--- src/rtl/alu_pkg.sv ---
// Shared constants for the ALU result stage: datapath widths, opcode tags,
// flag bit positions, skid buffer states and the flag helper.
package alu_pkg;

    localparam int ALU_WIDTH = 16;
    localparam int ALU_OPW   = 3;

    localparam logic [ALU_OPW-1:0] OP_NAND = 3'd0;
    localparam logic [ALU_OPW-1:0] OP_AND  = 3'd1;
    localparam logic [ALU_OPW-1:0] OP_OR   = 3'd2;
    localparam logic [ALU_OPW-1:0] OP_XOR  = 3'd3;
    localparam logic [ALU_OPW-1:0] OP_NOR  = 3'd4;
    localparam logic [ALU_OPW-1:0] OP_NOT  = 3'd5;

    localparam int FLG_ZERO = 0;
    localparam int FLG_NEG  = 1;
    localparam int FLG_PAR  = 2;
    localparam int FLG_W    = 3;

    typedef enum logic [1:0] {
        SKID_EMPTY = 2'd0,
        SKID_ONE   = 2'd1,
        SKID_TWO   = 2'd2
    } skid_state_t;

    // Result entry as it travels through the stage (default widths).
    typedef struct packed {
        logic [ALU_WIDTH-1:0] result;
        logic [ALU_OPW-1:0]   op;
        logic [FLG_W-1:0]     flags;
    } alu_entry_t;

endpackage

--- src/rtl/alu_skid_buffer.sv ---
// Generic two-entry valid/ready buffer. in_ready comes straight from a flop,
// so there is no combinational path from out_ready back to the producer.
module alu_skid_buffer
    import alu_pkg::*;
#(
    parameter int DW = 22
) (
    input  logic          clk,
    input  logic          rst_n,
    input  logic          in_valid,
    output logic          in_ready,
    input  logic [DW-1:0] in_data,
    output logic          out_valid,
    input  logic          out_ready,
    output logic [DW-1:0] out_data
);

    skid_state_t   state_q, state_d;
    logic [DW-1:0] main_q, skid_q;
    logic          in_ready_q;
    logic          in_xfer, out_xfer;
    logic          load_main, load_skid, skid_to_main;

    assign in_ready  = in_ready_q;
    assign out_valid = (state_q != SKID_EMPTY);
    assign out_data  = main_q;
    assign in_xfer   = in_valid & in_ready_q;
    assign out_xfer  = out_valid & out_ready;

    // Next-state and datapath steering; the only way into TWO is an input
    // arriving while main is stalled, and TWO blocks further input.
    always_comb begin
        state_d      = state_q;
        load_main    = 1'b0;
        load_skid    = 1'b0;
        skid_to_main = 1'b0;
        unique case (state_q)
            SKID_EMPTY: begin
                if (in_xfer) begin
                    load_main = 1'b1;
                    state_d   = SKID_ONE;
                end
            end
            SKID_ONE: begin
                if (in_xfer && out_xfer) begin
                    load_main = 1'b1;
                end else if (in_xfer) begin
                    load_skid = 1'b1;
                    state_d   = SKID_TWO;
                end else if (out_xfer) begin
                    state_d   = SKID_EMPTY;
                end
            end
            SKID_TWO: begin
                if (out_xfer) begin
                    skid_to_main = 1'b1;
                    state_d      = SKID_ONE;
                end
            end
            default: state_d = SKID_EMPTY;
        endcase
    end

    // State register and registered in_ready (low only while both entries are full).
    always_ff @(posedge clk or negedge rst_n) begin
        if (!rst_n) begin
            state_q    <= SKID_EMPTY;
            in_ready_q <= 1'b1;
        end else begin
            state_q    <= state_d;
            in_ready_q <= (state_d != SKID_TWO);
        end
    end

    // Entry storage; main is held untouched whenever the consumer stalls.
    always_ff @(posedge clk or negedge rst_n) begin
        if (!rst_n) begin
            main_q <= '0;
            skid_q <= '0;
        end else begin
            if (load_main)         main_q <= in_data;
            else if (skid_to_main) main_q <= skid_q;
            if (load_skid)         skid_q <= in_data;
        end
    end

endmodule

--- src/rtl/alu_result_stage.sv ---
// Registered output stage behind the bitwise logic units. Tags each result
// with {parity, neg, zero} at capture and buffers it in a 2-entry skid buffer.
// Optional accepted-result counter enabled by macro ALU_RESULT_STATS_EN.
module alu_result_stage
    import alu_pkg::*;
#(
    parameter int WIDTH = ALU_WIDTH,
    parameter int OPW   = ALU_OPW
) (
    input  logic             clk,
    input  logic             rst_n,
    input  logic             in_valid,
    output logic             in_ready,
    input  logic [WIDTH-1:0] in_result,
    input  logic [OPW-1:0]   in_op,
    output logic             out_valid,
    input  logic             out_ready,
    output logic [WIDTH-1:0] out_result,
    output logic [OPW-1:0]   out_op,
    output logic [2:0]       out_flags,
    output logic [15:0]      acc_count
);

    localparam int DW = WIDTH + OPW + FLG_W;

    logic [FLG_W-1:0] in_flags;
    logic [DW-1:0]    in_data, out_data;

    // Flags are derived from the incoming result so they travel with the entry.
    always_comb begin
        in_flags           = '0;
        in_flags[FLG_ZERO] = (in_result == '0);
        in_flags[FLG_NEG]  = in_result[WIDTH-1];
        in_flags[FLG_PAR]  = ^in_result;
    end

    assign in_data = {in_result, in_op, in_flags};
    assign {out_result, out_op, out_flags} = out_data;

    alu_skid_buffer #(.DW(DW)) u_skid (
        .clk      (clk),
        .rst_n    (rst_n),
        .in_valid (in_valid),
        .in_ready (in_ready),
        .in_data  (in_data),
        .out_valid(out_valid),
        .out_ready(out_ready),
        .out_data (out_data)
    );

`ifdef ALU_RESULT_STATS_EN
    logic [15:0] acc_q;

    // Count every accepted result; wraps naturally, cleared only by reset.
    always_ff @(posedge clk or negedge rst_n) begin
        if (!rst_n)                   acc_q <= '0;
        else if (in_valid && in_ready) acc_q <= acc_q + 16'd1;
    end

    assign acc_count = acc_q;
`else
    assign acc_count = '0;
`endif

endmodule

--- config.mk ---
export PLATFORM = sky130hd
export DESIGN_NAME = alu_result_stage
export DESIGN_NICKNAME = d
export VERILOG_FILES = /design/src/rtl/alu_pkg.sv /design/src/rtl/alu_skid_buffer.sv /design/src/rtl/alu_result_stage.sv
export SDC_FILE = /design/constraint.sdc
export NUM_CORES = 1
export LEC_CHECK = 0
export CORE_MARGIN = 1.5
export CORE_UTILIZATION = 47
export CTS_BUF_LIST = sky130_fd_sc_hd__clkbuf_4 sky130_fd_sc_hd__clkbuf_8 sky130_fd_sc_hd__clkbuf_16
export CTS_CLUSTER_DIAMETER = 150
export DETAILED_ROUTE_END_ITERATION = 10
export HOLD_SLACK_MARGIN = 0.1
export PLACE_DENSITY_LB_ADDON = 0.25
export SETUP_SLACK_MARGIN = 0.5
export SYNTH_ARGS = -nofsm -noshare
export SYNTH_HDL_FRONTEND = slang
export SYNTH_SLANG_ARGS = --single-unit
--- constraint.sdc ---
create_clock -name clk -period 1.95 [get_ports clk]
set_clock_uncertainty 0.1 [all_clocks]
set_input_delay 0.2925 -clock clk [delete_from_list [all_inputs] [get_ports clk]]
set_output_delay 0.2925 -clock clk [all_outputs]
set_load 0.03 [all_outputs]
==> results.json <==
{
  "status": "finished with violations",
  "violations": "design-rule violations",
  "initial_core_util": 0.497,
  "area_growth_pct": 41.8,
  "endpoint_kind": "register",
  "antenna_found_initial": 0,
  "cts_root_buffer": "clkbuf_8",
  "final_max_slew_viol_count": 0,
  "gp_congestion": 0.714,
  "path_clk_slew_ps": 90,
  "p_leak_nw": 1.56,
  "drt_iter0_drc": 78,
  "grt_usage": 0.201,
  "cp_data_arrival_time_ps": 1710,
  "wire_per_inst_um": 15.1,
  "yosys.area_share.simple": 0.115,
  "critical-path-top-delay-family": "flip-flops",
  "fmax_mhz": 615,
  "cts_buffer_depth": 2,
  "clk_latency_ps": 300,
  "min_period_ps": 1630,
  "required_ps": 2030,
  "synth_most_common_cell": "dfrtp_1",
  "routed_wl_mm": 4.98,
  "io_pins": 63,
  "final_nets": 309,
  "period_share": 0.834,
  "netlist_instances": 207,
  "synth_edf_count": 0,
  "drive_above_1_share": 0.427,
  "firstDrtPassIters": 9,
  "num_antenna_cells": 0,
  "synth.mux.area_fraction": 0.102,
  "synth_top_family_by_area": "simple AND/OR/NAND/NOR gates",
  "syn-mean-instance-area_um2": 10.7,
  "path_class": "register to register",
  "ys_seq_elements": 45,
  "htreeDepth": 2,
  "num_vias": 1708,
  "die_h_um": 71.5,
  "drv_cap": 0,
  "power-per-cell-area_nw_per_um2": 1410,
  "cp_cell_sequence": "nand2_4 -> nor3b_4 -> buf_12 -> mux2_2",
  "numCtsBuffers": 5,
  "hp-class": "input port to register",
  "slowest_delay_ps": 560,
  "clkSinkCount": 45,
  "io_buffers": 46,
  "grt_pass1_vias": 1604,
  "vias_per_cell": 5.16,
  "min_path_cells": 3,
  "cp_max_fo": 23,
  "design.core.area_um2": 4440,
  "synth_compound_area_frac": 0.0873,
  "synth.top_cell.area_share": 0.499,
  "rows": 24,
  "synth_area_um2": 2210,
  "synth_top_cells_by_area": "dfrtp_1 50%, mux2_2 10%, nand2_1 7.1%",
  "yosys_warnings": 0,
  "cp_num_buf_inv": 1,
  "crit_cells": 4,
  "synth.distinct_cells": 26,
  "layout_setup_ws_ps": 324,
  "ys.flop_type": "dfrtp_1",
  "synthAdderAreaFrac": 0.0453,
  "postRouteAntennaNets": 0,
  "die_x_um": 71.5,
  "synthXorXnorAreaFrac": 0.0278,
  "finalHoldViolCount": 0,
  "pre_cts_slack_ps": -49.7,
  "synth_common_cells": "44 x dfrtp_1, 42 x nand2_1, 20 x a22oi_1, 20 x mux2_2, 18 x inv_1",
  "tritoncts": "done",
  "grt_pass1_wl_mm": 7.78,
  "overflow": 0,
  "synth_top_area_cell": "dfrtp_1",
  "grt_start_max_net_pins": 24,
  "yosysSeqAreaShare": 0.510,
  "dieArea_um2": 5120,
  "async_reset_ff_frac": 1.00,
  "finalSetupViolCount": 0,
  "whs_ps": 289,
  "ir_drop_uv": 673,
  "critPathLaunchType": "register",
  "hpwlAfterDp_mm": 3.08,
  "drc": 4,
  "crit_slowest_cell": "dfstp_2",
  "rsz0062_at_grt": "yes",
  "reg2regPathDepth": 4,
  "setup_tns_ps": 0
}
-- kinds of logic after synthesis --
family,Yosys count
compound gates,27
xor+xnor,7
fa+ha+maj,8
buf+inv,43
flops,45
mux,20
other cells,1
simple gates,56
-- registers in the layout, summed over array words and instances (netlist names) --
register and flops:
u_skid.in_ready 1, u_skid.out_data 21, u_skid.skid_q 21, u_skid.state_q 2
-- worst reg2reg max path: cells and delay by family (launching register included) --
| family | cells | cell delay (ps) |
|---|---|---|
| and+or+nand+nor | 2 | 270 |
| DFF | 1 | 560 |
| buffers and inverters | 1 | 210 |
| muxes | 1 | 370 |
-- path summary, 6_finish.rpt --
kind,startpoint,end,slack [ps]
setup / recovery,u_skid.in_ready,u_skid.skid_q[10],320
hold / removal,in_result[1],u_skid.out_data[7],290
setup reg to reg,u_skid.in_ready,u_skid.skid_q[10],320
hold reg to reg,u_skid.out_data[14],u_skid.out_data[14],370
max in group asynchronous,rst_n,u_skid.skid_q[17],780
min in group asynchronous,rst_n,u_skid.state_q[1],380
-- per-stage QoR --
| step | instances | area [um2] | total power [mW] | util |
|---|---|---|---|---|
| after floorplan | 222 | 2300 | 2.83 | - |
| after global placement | 313 | 2790 | 3.48 | 0.627 |
| after detailed placement | 313 | 2790 | 3.54 | 0.627 |
| after CTS | 329 | 3100 | 4.35 | 0.697 |
| after global routing | 331 | 3130 | 4.65 | 0.704 |
| final | 331 | 3130 | 4.40 | 0.704 |
-- layout make-up --
| class | count | area (um2) |
|---|---|---|
| multi-input combinational | 134 | 1110 |
| tap | 52 | 65.1 |
| sequential | 45 | 1130 |
| timing repair buffer | 74 | 644 |
| fill | 340 | 1310 |
| inverter | 18 | 67.6 |
| clock buffer | 6 | 76.3 |
| clock inverter | 2 | 38.8 |
-- layer usage --
| metal | share of wire | track usage | vias up | routed length [um] |
|---|---|---|---|---|
| li1 | - | - | 796 | - |
| met1 | 0.44 | 0.282 | 855 | 2200 |
| met5 | 0 | 0 | - | 0 |
| met4 | 0.024 | 0.0629 | 0 | 118 |
| met3 | 0.041 | 0.0492 | 10 | 203 |
| met2 | 0.49 | 0.313 | 47 | 2460 |
-- cell usage in the layout, fill, tap and decap left out, types with 3 or more instances in the layout --
cell	Yosys	final
a21oi_1	3	3
a22oi_1	20	20
buf_4	17	16
buf_6	2	7
clkbuf_2	0	19
clkbuf_8	0	5
clkdlybuf4s15_1	0	4
clkdlybuf4s50_1	0	4
conb_1	1	16
dfrtp_1	44	44
dlygate4sd2_1	0	16
ha_4	0	8
inv_1	18	13
inv_2	0	5
mux2_2	20	19
nand2_1	42	24
nand2_2	0	16
nor2_1	5	5
xnor2_1	7	3
xnor2_2	0	4
-- repair_timing --
action                                  4_1_cts  5_1_grt
gates cloned                                  3        1
resized for setup                            89       55
pin swaps                                    21        8
endpoints found under the setup margin       66       65
setup buffers                                 4        1
hold buffers                                  1        0
endpoints found under the hold margin        19        0
-- power by group --
part | internal [mW] | switching, mW | total (mW)
registers | 1.37 | 0.258 | 1.63
clock network | 0.399 | 0.323 | 0.722
logic | 0.901 | 1.15 | 2.06
Power figures use the tool's default switching activity.
